--- config.mk ---
export PLATFORM = sky130hd
export DESIGN_NAME = alu_frame_serializer_flat
export DESIGN_NICKNAME = d
export VERILOG_FILES = /design/src/rtl/alu_frame_serializer_if.sv /design/src/rtl/alu_frame_serializer.sv /design/src/flat_wrapper.sv
export SDC_FILE = /design/constraint.sdc
export NUM_CORES = 1
export LEC_CHECK = 0
export ABC_AREA = 1
export ABC_CLOCK_PERIOD_IN_PS = 2050
export CAP_MARGIN = 5
export CORE_MARGIN = 4
export CORE_UTILIZATION = 32
export CTS_BUF_LIST = sky130_fd_sc_hd__clkbuf_8
export CTS_CLUSTER_DIAMETER = 40
export DETAILED_ROUTE_END_ITERATION = 10
export GPL_ROUTABILITY_DRIVEN = 0
export GPL_TIMING_DRIVEN = 1
export PLACE_DENSITY_LB_ADDON = 0.1
export REMOVE_ABC_BUFFERS = 1
export SLEW_MARGIN = 20
export SYNTH_ARGS = -nofsm -noshare
export SYNTH_HDL_FRONTEND = slang
export SYNTH_SLANG_ARGS = --single-unit
--- constraint.sdc ---
create_clock -name clk -period 2.05 [get_ports clk]
set_clock_uncertainty 0.1 [all_clocks]
set_input_delay 0.41 -clock clk [delete_from_list [all_inputs] [get_ports clk]]
set_output_delay 0.41 -clock clk [all_outputs]
set_load 0.1 [all_outputs]
--- src/rtl/alu_frame_serializer_if.sv ---
// Packet handshake bundle between the ALU core and the frame serializer.
// Ports: data_in, ctl_in, err_in, in_valid (core side drives), in_ready (serializer drives).
interface alu_frame_serializer_if #(
    parameter int DATA_BYTES = 4
);
    logic [8*DATA_BYTES-1:0] data_in;
    logic [7:0]              ctl_in;
    logic                    err_in;
    logic                    in_valid;
    logic                    in_ready;

    modport master (
        output data_in,
        output ctl_in,
        output err_in,
        output in_valid,
        input  in_ready
    );

    modport slave (
        input  data_in,
        input  ctl_in,
        input  err_in,
        input  in_valid,
        output in_ready
    );
endinterface

--- src/rtl/alu_frame_serializer.sv ---
// ALU result serializer: one packet per handshake, sent as UART-style frames
// (start, type, 8 payload bits MSB first, [parity], stop), one bit per clk.
// Ports: clk, reset (async, active-low), bus (slave: data_in, ctl_in, err_in,
// in_valid, in_ready), sout (registered serial line, idles high), busy.
// Optional feature: define SER_PARITY_EN to add an even-parity bit per frame.
module alu_frame_serializer #(
    parameter int DATA_BYTES = 4,
    parameter int GAP_BITS   = 1
) (
    input  logic                  clk,
    input  logic                  reset,
    alu_frame_serializer_if.slave bus,
    output logic                  sout,
    output logic                  busy
);

    localparam int DW = 8 * DATA_BYTES;
    localparam int BW = $clog2(DATA_BYTES + 1);
    localparam int GW = $clog2(GAP_BITS + 1);

    localparam logic [BW-1:0] CTL_IDX  = BW'(DATA_BYTES);
    localparam logic [BW-1:0] BYTE_ONE = BW'(1);
    localparam logic [GW-1:0] GAP_LOAD = GW'(GAP_BITS - 1);
    localparam logic [GW-1:0] GAP_ONE  = GW'(1);

    localparam logic [2:0] S_IDLE  = 3'd0;
    localparam logic [2:0] S_START = 3'd1;
    localparam logic [2:0] S_TYPE  = 3'd2;
    localparam logic [2:0] S_DATA  = 3'd3;
    localparam logic [2:0] S_STOP  = 3'd4;
    localparam logic [2:0] S_GAP   = 3'd5;
`ifdef SER_PARITY_EN
    localparam logic [2:0] S_PARITY = 3'd6;
`endif

    logic [2:0]    state;
    logic [2:0]    bit_cnt;
    logic [BW-1:0] byte_cnt;
    logic [GW-1:0] gap_cnt;
    logic [DW-1:0] data_q;
    logic [7:0]    ctl_q;
    logic          err_q;
    logic          sout_q;

    logic          is_ctl;
    logic [7:0]    cur_byte;
    logic [2:0]    bit_nxt;

    // The control frame is the last frame; error packets have only that one.
    assign is_ctl   = err_q || (byte_cnt == CTL_IDX);

    // data_q is shifted left after each data frame, so the next byte to
    // send is always in the top lane.
    assign cur_byte = is_ctl ? ctl_q : data_q[DW-1 -: 8];
    assign bit_nxt  = bit_cnt - 3'd1;

    assign bus.in_ready = (state == S_IDLE);
    assign busy         = (state != S_IDLE);
    assign sout         = sout_q;

    // sout_q holds the line value for the state being entered, so the
    // line comes straight from a flop and the start bit follows the
    // accepting edge with no extra cycle.
    always_ff @(posedge clk or negedge reset) begin
        if (!reset) begin
            state    <= S_IDLE;
            bit_cnt  <= '0;
            byte_cnt <= '0;
            gap_cnt  <= '0;
            data_q   <= '0;
            ctl_q    <= '0;
            err_q    <= 1'b0;
            sout_q   <= 1'b1;
        end else begin
            unique case (state)
                S_IDLE: begin
                    if (bus.in_valid) begin
                        data_q   <= bus.data_in;
                        ctl_q    <= bus.ctl_in;
                        err_q    <= bus.err_in;
                        byte_cnt <= bus.err_in ? CTL_IDX : '0;
                        bit_cnt  <= 3'd7;
                        gap_cnt  <= '0;
                        state    <= S_START;
                        sout_q   <= 1'b0;
                    end else begin
                        sout_q   <= 1'b1;
                    end
                end
                S_START: begin
                    bit_cnt <= 3'd7;
                    state   <= S_TYPE;
                    sout_q  <= is_ctl;
                end
                S_TYPE: begin
                    state  <= S_DATA;
                    sout_q <= cur_byte[7];
                end
                S_DATA: begin
                    if (bit_cnt == 3'd0) begin
`ifdef SER_PARITY_EN
                        state  <= S_PARITY;
                        sout_q <= ^{is_ctl, cur_byte};
`else
                        state  <= S_STOP;
                        sout_q <= 1'b1;
`endif
                    end else begin
                        bit_cnt <= bit_nxt;
                        sout_q  <= cur_byte[bit_nxt];
                    end
                end
`ifdef SER_PARITY_EN
                S_PARITY: begin
                    state  <= S_STOP;
                    sout_q <= 1'b1;
                end
`endif
                S_STOP: begin
                    if (!is_ctl) begin
                        byte_cnt <= byte_cnt + BYTE_ONE;
                        data_q   <= data_q << 8;
                        bit_cnt  <= 3'd7;
                        state    <= S_START;
                        sout_q   <= 1'b0;
                    end else if (GAP_BITS == 1) begin
                        state  <= S_IDLE;
                        sout_q <= 1'b1;
                    end else begin
                        gap_cnt <= GAP_LOAD;
                        state   <= S_GAP;
                        sout_q  <= 1'b1;
                    end
                end
                S_GAP: begin
                    sout_q <= 1'b1;
                    // The IDLE cycle that follows is the last gap cycle.
                    if (gap_cnt <= GAP_ONE) begin
                        gap_cnt <= '0;
                        state   <= S_IDLE;
                    end else begin
                        gap_cnt <= gap_cnt - GAP_ONE;
                    end
                end
                default: begin
                    state  <= S_IDLE;
                    sout_q <= 1'b1;
                end
            endcase
        end
    end

endmodule

--- src/flat_wrapper.sv ---
// flat-port wrapper written by rule: the top's interface ports become plain ports
module alu_frame_serializer_flat 
#(
    parameter int DATA_BYTES = 4,
    parameter int GAP_BITS   = 1
)
  (clk, reset, sout, busy, bus_data_in, bus_ctl_in, bus_err_in, bus_in_valid, bus_in_ready);
  alu_frame_serializer_if #(.DATA_BYTES(DATA_BYTES)) bus_i ();
  input  logic clk;
  input  logic reset;
  output logic sout;
  output logic busy;
  input wire logic [$bits(bus_i.data_in)-1:0] bus_data_in;
  input wire logic [$bits(bus_i.ctl_in)-1:0] bus_ctl_in;
  input wire logic [$bits(bus_i.err_in)-1:0] bus_err_in;
  input wire logic [$bits(bus_i.in_valid)-1:0] bus_in_valid;
  output wire logic [$bits(bus_i.in_ready)-1:0] bus_in_ready;
  assign bus_i.data_in = bus_data_in;
  assign bus_i.ctl_in = bus_ctl_in;
  assign bus_i.err_in = bus_err_in;
  assign bus_i.in_valid = bus_in_valid;
  assign bus_in_ready = bus_i.in_ready;
  alu_frame_serializer #(.DATA_BYTES(DATA_BYTES), .GAP_BITS(GAP_BITS)) u_core (.clk(clk), .reset(reset), .bus(bus_i), .sout(sout), .busy(busy));
endmodule
==> metrics list, run 1 <==
* Flop and latch count out of synthesis: just over 50
- Summed over its instances, the top area cell type makes up 47.6% of the synthesized netlist area.
- The routed layout has approximately 2100 vias.
- Clock tree synthesis selected as its root buffer the cell clkbuf_8.
- Number of input and output port buffers inserted: 46
* CTS clk-pin slew, worst paths: 90 ps
* Global-route wire length before repair: approximately 10000 µm
- Once layout is complete, the utilization of the core stands at between 40% and 50%.
- Following the worst setup path forward leads to its endpoint at u_core.data_q[13].
* Max_cap viols: 0
- The number of setup buffers added after CTS is 0.
- In this run, post-CTS repair resized a total of 0 instances.
* Count of nets left with antenna violations after detail routing: 0
- The min-delay analysis places its worst path in the category reg -> reg.
- For this block, the routed nets add up to slightly below 6000 µm of wire.
- For this run, the number of standard cells in the final layout without fillers is 464.
- In this run the power density over the cells is approximately 1300 mW/mm².
- GRT Resource Usage Total: 12.7%
- Final max-slew violation count: 0
- The later pin in the worst-skew pair is clocked with a latency of about 300 ps.
- Iteration count of the initial detailed-routing pass: 6
- Leakage power: roughly 0.0015 µW
- Total Die Area: roughly 0.0097 mm²
- Final-stage net count: approximately 410
* Fraction of layout instances using a drive strength above 1: around 16%
- The smallest clock period supported by the final layout is computed as 1870 ps.
- DR DRC count: 0
* Antenna violations before repair: 0
- Hold_buf cts: 1
- Detailed placer's ending HPWL: 4220 µm
* RSZ-0062 raised after global routing: false
- Setup crit start kind: flop
* Sinks on the clock net: 51
- Clock Tree Buf Depth: 2
* Post-Syn Area per Cell: about 8.4 µm²
- In the final routed layout, each cell accounts on average for 12.7 µm.
- 0 antenna diodes ended up in the layout.
* Share of the clock period used by the worst path: roughly 90%
- Worst R2R Setup Slack: roughly 180 ps
- The H-tree was split into 2 levels.
- 47 I/O pins were placed.
- Number of placed instances, taps included: approximately 460
- TritonCTS buffer count: 5
* Warning count from the yosys run: 0
- Setup violations remaining at the end of the flow were counted as 0.
* Launch point of the worst path: u_core.byte_cnt[0]
* Cell row count: 32
* Critical R2R Launch: u_core.byte_cnt[0]
* Cells on worst reg2reg path: 9
- Placeable core region: a little under 0.008 mm²
- Measured against its own limit, the worst slew margin works out to a little over two thirds.
- After synthesis, flip-flops and latches occupy between 40% and 50% of the total area.
- Setup ws final: around 180 ps
- STA classifies the critical path endpoint as a flop.
- Summing all placed instances gives a cell area of 0.00324 mm².
- Data required time of the worst path: 2170 ps
- The finished cells cover approximately 0.0033 mm².
* Critical path class: reg -> reg
- Width of the chip: ~99 µm
* Pin count of the biggest net entering global routing: between 50 and 60
- Relative to the synthesized area, the layout overhead comes to 26.6%.
- Worst endpoint data arrival time: about 2000 ps
- Transition time of the tightest slew-check pin: around 450 ps
- Upper clock frequency limit: 0.534 GHz
- The endpoint identified for the worst register-to-register timing path is u_core.data_q[13].
* CTS tree: yes
* Top area cells in the synthesized netlist: dfrtp_1 (48%), nand2_1 (15%), nand3_1 (6.3%)
- For this block, the initial DRC count from the detailed router was 57.
- Overflow left after global routing: 0
- Status: finished clean
* Synth cell types: 29
* Number of instances in the synthesized netlist: about 310
- Most common cell after layout, fill and taps aside: nand2_1
* Per-cell via count in the routed design: ~4.6
- Pre-CTS setup slack: 156 ps
* Maximum fanout count along the critical path: 53
- Initial cell density of the core: between 30% and 40%
- VDD IR max: 0.370 mV
- The count of endpoints failing hold in the final timing report was 0.
- Cell Area, Synth: 0.00263 mm²
* Commonest cells after routing, fill and taps aside: nand2_1 (108), dfrtp_1 (50), clkdlybuf4s50_1 (42)
* Area leader, netlist: dfrtp_1
- Die H: between 90 and 100 µm
* Via count of the first global-routing pass: roughly 2100
-- per-layer routing --
layer  vias to the layer above  part of all wire (%)  track usage [%]
met5                         -                     0                0
met4                         0                   1.3             3.68
met3                         6                   4.3             3.18
met2                        34                    47             21.3
met1                       995                    47             16.3
li1                       1107                     -                -
-- critical path: stages, from the launching register on --
cell and delay [ps]:
dfrtp_1 360, inv_1 70, ha_1 210, nand2_2 150
nand2_2 120, nor2_8 150, inv_4 100, nand2_8 280
nor2_1 70, a31oi_1 150
-- cell type report --
cell class,count,area [µm²]
Clock inverter,3,16.3
Timing Repair Buffer,55,568
Multi-Input combinational cell,226,1180
Sequential cell,51,1280
Clock buffer,5,68.8
Fill cell,857,4520
Inverter,22,87.6
Tap cell,102,128
-- cell usage after synthesis --
master / number
nor2_1: 18
or2_2: 1
a21oi_1: 6
dfstp_2: 1
ha_1: 4
o21ai_0: 9
nand2_2: 2
buf_6: 2
nand2_1: 108
clkbuf_1: 3
inv_2: 7
xnor2_1: 1
buf_2: 5
buf_4: 3
nand3_1: 33
nand2_8: 1
nor2_4: 2
a31oi_2: 10
a31oi_1: 12
o21ai_1: 1
dfrtp_1: 50
inv_1: 13
inv_4: 2
nor3_1: 2
nand3b_1: 1
nor2_2: 10
nand2_4: 1
nor2_8: 2
o211ai_1: 2
-- state kept, by name (all words and copies together) (netlist names) --
register         flops
u_core.bit_cnt       3
u_core.byte_cnt      3
u_core.data_q       32
u_core.ctl_q         8
u_core.sout          1
u_core.err_q         1
u_core.state         3
-- worst min-delay path by stage --
stage                                   end  depth (start not counted)            start
final                       u_core.ctl_q[2]                          2  u_core.ctl_q[2]
after global routing        u_core.ctl_q[2]                          2  u_core.ctl_q[2]
after CTS                   u_core.ctl_q[2]                          2  u_core.ctl_q[2]
after detailed placement  u_core.data_q[15]                          1            reset
after global placement    u_core.data_q[15]                          1            reset
after floorplan           u_core.bit_cnt[0]                          0            reset
-- where the power goes --
group | switching (µW) | internal, µW | total [µW]
clock network | 332 | 235 | 566
registers | 268 | 1460 | 1730
logic | 1180 | 782 | 1960
-- cell families (layout without fill, tap and decap cells) --
family          after synthesis  in the layout  share of synthesized area, %
buf+inv                      35             85                          6.42
flops                        51             51                          48.5
fa+ha+maj                     4              4                          1.90
compound gates               40             40                          11.2
xor+xnor                      1              1                         0.333
simple gates                181            181                          31.6
-- stage by stage --
stage               power (µW)  hold WS, ps  TNS, ps
floorplan                 3140         14.4   -16100
global placement          3720          280        0
finish                    4260          381        0
detailed placement        3740          283        0
CTS                       4320          383        0
global route              4630          414        0
(Power assumes the default switching activity.)
==> run 2: changes to the inputs <==
- GPL_TIMING_DRIVEN: 1 -> 0
==> run 2 against run 1 <==
  * Clock power increased by 26%
  * Worst hold slack got worse by 360 ps
  * Sequential power about the same
  * Critical path type is now reg -> out
  * Die area unchanged
  * Critical endpoint is now bus_in_ready
  * Critical path depth decreased by 5
  * Utilization decreased by 0.32 points
  * Largest power group unchanged
  * Register-to-register slack about the same
  * Worst setup slack got worse by 100 ps
  * Cell count decreased by 0.65%
  * Largest cell class unchanged
==> metrics list, run 2 (synthesis gave the netlist of run 1 again) <==
* Status: finished clean
- Final critical path time including I/O delays and setup: slightly below 2000 ps
* CTS clk-pin slew, worst paths: about 100 ps
- Maximum fanout count along the critical path: 5
* Max transition margin: roughly half
- For this run, the total global-route usage over all layers was measured as approximately 14%.
- Total power: 4340 µW
- Fill cells in the final layout number between 800 and 900.
- The tool flagged a number of max-cap violations equal to 0.
- CTS tree: yes
- Fraction of layout instances using a drive strength above 1: ~16%
- Reg with most FFs: u_core.data_q
- From left edge to right edge, the die measures around 99 µm.
* H-tree depth reported by CTS: 2
- Summing all flip-flop and latch instances after layout gives around 0.0013 mm².
* Cells on worst reg2reg path: 9
- Of the total power, combinational logic draws between 40% and 50%.
- In the final routed layout, each cell accounts on average for between 10 and 15 µm.
- TritonCTS buffer count: 5
- Final core utilization: between 40% and 50%
- The wire-length estimate of the detail-placed layout is around 3900 µm.
* Per-cell via count in the routed design: 4.62
- The most critical setup path has its startpoint at u_core.state[0].
* Iteration-0 DRC count of the detailed router: 84
* Worst endpoint data arrival time: between 1000 and 1500 ps
- Setup crit start kind: flop
- Via count of the first global-routing pass: ~2200
- Setup violations remaining at the end of the flow were counted as 0.
- Biggest regs: u_core.data_q (32), u_core.ctl_q (8)
* Total Die Area: approximately 0.0097 mm²
* Global-route wire length before repair: between 10000 and 15000 µm
- Number of input and output port buffers inserted: 46
* Cell row count: 32
- The clock network is responsible for 16.5% of the overall power.
- CTS Root Cell: clkbuf_8
- 47 I/O pins were placed.
- Leaving out fill and tap cells, the most frequent cell in the layout is nand2_1.
* Count of nets left with antenna violations after detail routing: 0
- In this run the critical register-to-register path is launched from u_core.byte_cnt[0].
- Sinks on the clock net: 51
* Overflow left after global routing: 0
- The register with the most flip-flops in the layout has 32 of them.
- Of the total power, registers draw between 30 and 40%.
- For the pin with the worst max-slew slack, the measured transition is roughly 760 ps.
- The number of antenna diodes in the final layout is 0.
- Summed over all cells, the static leakage comes to between 0.0015 and 0.002 µW.
- The tightest min-delay check is of the in -> async type.
* Pin count of the biggest net entering global routing: 52
- Area of the multi-input gates: ~0.0012 mm²
- Wire length reported by the detailed router: about 6300 µm
- The floorplan step defined a core boundary enclosing ~0.008 mm².
* Total net switching power: about 1800 µW
- Summing over every cut layer, the via total after detailed routing is about 2100.
- The count of endpoints failing hold in the final timing report came to 0.
- DR DRC count: 0
* Data required time of the worst path: 1540 ps
- Relative to the synthesized area, the layout overhead comes to 25.6%.
- Cell internal power was estimated by the tool at about 2500 µW.
* RSZ-0062 raised after global routing: false
* Critical path class: reg -> out
- Final-stage net count: slightly above 400
- VDD IR max: approximately 0.42 mV
- Switching power as a share of total power: roughly two fifths
- Clock network latency to the later pin of the worst-skew pair: 300 ps
- The final-report max-slew violation count is 0.
* Clock Tree Buf Depth: 2
* Critical path endpoint category: output port
- Commonest cells after routing, fill and taps aside: nand2_1 (108), dfrtp_1 (50), clkdlybuf4s50_1 (42)
- For this run, the detailed router's first-pass iteration total came to 4.
* Initial cell density of the core: about a third
* Antenna violations before repair: 0
* Upper clock frequency limit: just over 0.5 GHz
* Share of the clock period used by the worst path: between 90% and 100%
- PD cells: between 1000 and 1500 mW/mm²
- In this run the vertical extent of the chip is 98.7 µm.
[run 2: power groups by stage]
stage                     Sequential (µW)  Combinational, µW  Clock, µW
final                                1720               1900        715
after global routing                 1790               2150        775
after CTS                            1730               1890        736
after detailed placement             1750               1870          0
after global placement               1740               1860          0
after floorplan                      1760               1380          0
[run 2: path summary, 6_finish.rpt]
path | slack (ps) | to
min in group clk | 380 | u_core.ctl_q[1]
max in group asynchronous | 1380 | u_core.ctl_q[3]
min | 20 | u_core.data_q[7]
min reg2reg | 380 | u_core.ctl_q[1]
max reg2reg | 180 | u_core.byte_cnt[2]
max | 80 | bus_in_ready
[run 2: routing by layer]
metal	share of wire (%)	vias to the layer above	track usage, %
met5	0	-	0
met2	47	31	23.0
li1	-	1109	-
met3	3.4	5	2.76
met4	0.90	0	3.47
met1	48	984	18.2
[run 2: timing repair]
action	4_1_cts	5_1_grt
resized for setup	14	3
setup endpoints to repair	43	27
pin swaps	2	1
buffers inserted	1	3
gates cloned	2	0
hold buffers	0	0
[run 2: critical path: stages (launching register included)]
cell and delay [ps]:
dfrtp_1 430, inv_2 90, nand2_4 90, nor2_4 110
buf_2 440
[run 2: through the flow]
step / setup WS (ps) / hold WS (ps) / area [µm²] / instances / TNS [ps]
after CTS: 15.6 / 57.2 / 3270 / 458 / 0
final: 75.5 / 22.5 / 3310 / 461 / 0
after global placement: -1220 / 359 / 3140 / 447 / -83120
after global routing: 0.523 / 82.1 / 3310 / 461 / 0
after floorplan: -496 / 14.4 / 2550 / 299 / -16100
after detailed placement: -633 / 364 / 3140 / 447 / -20260
[run 2: layout make-up]
cell class,count,share of cell area (%)
well taps,102,3.86
clock inverters,3,1.32
flip-flops and latches,51,38.6
inverters,22,2.73
clock buffers,5,2.08
multi-input cells,228,36.8
repair buffers,50,14.6
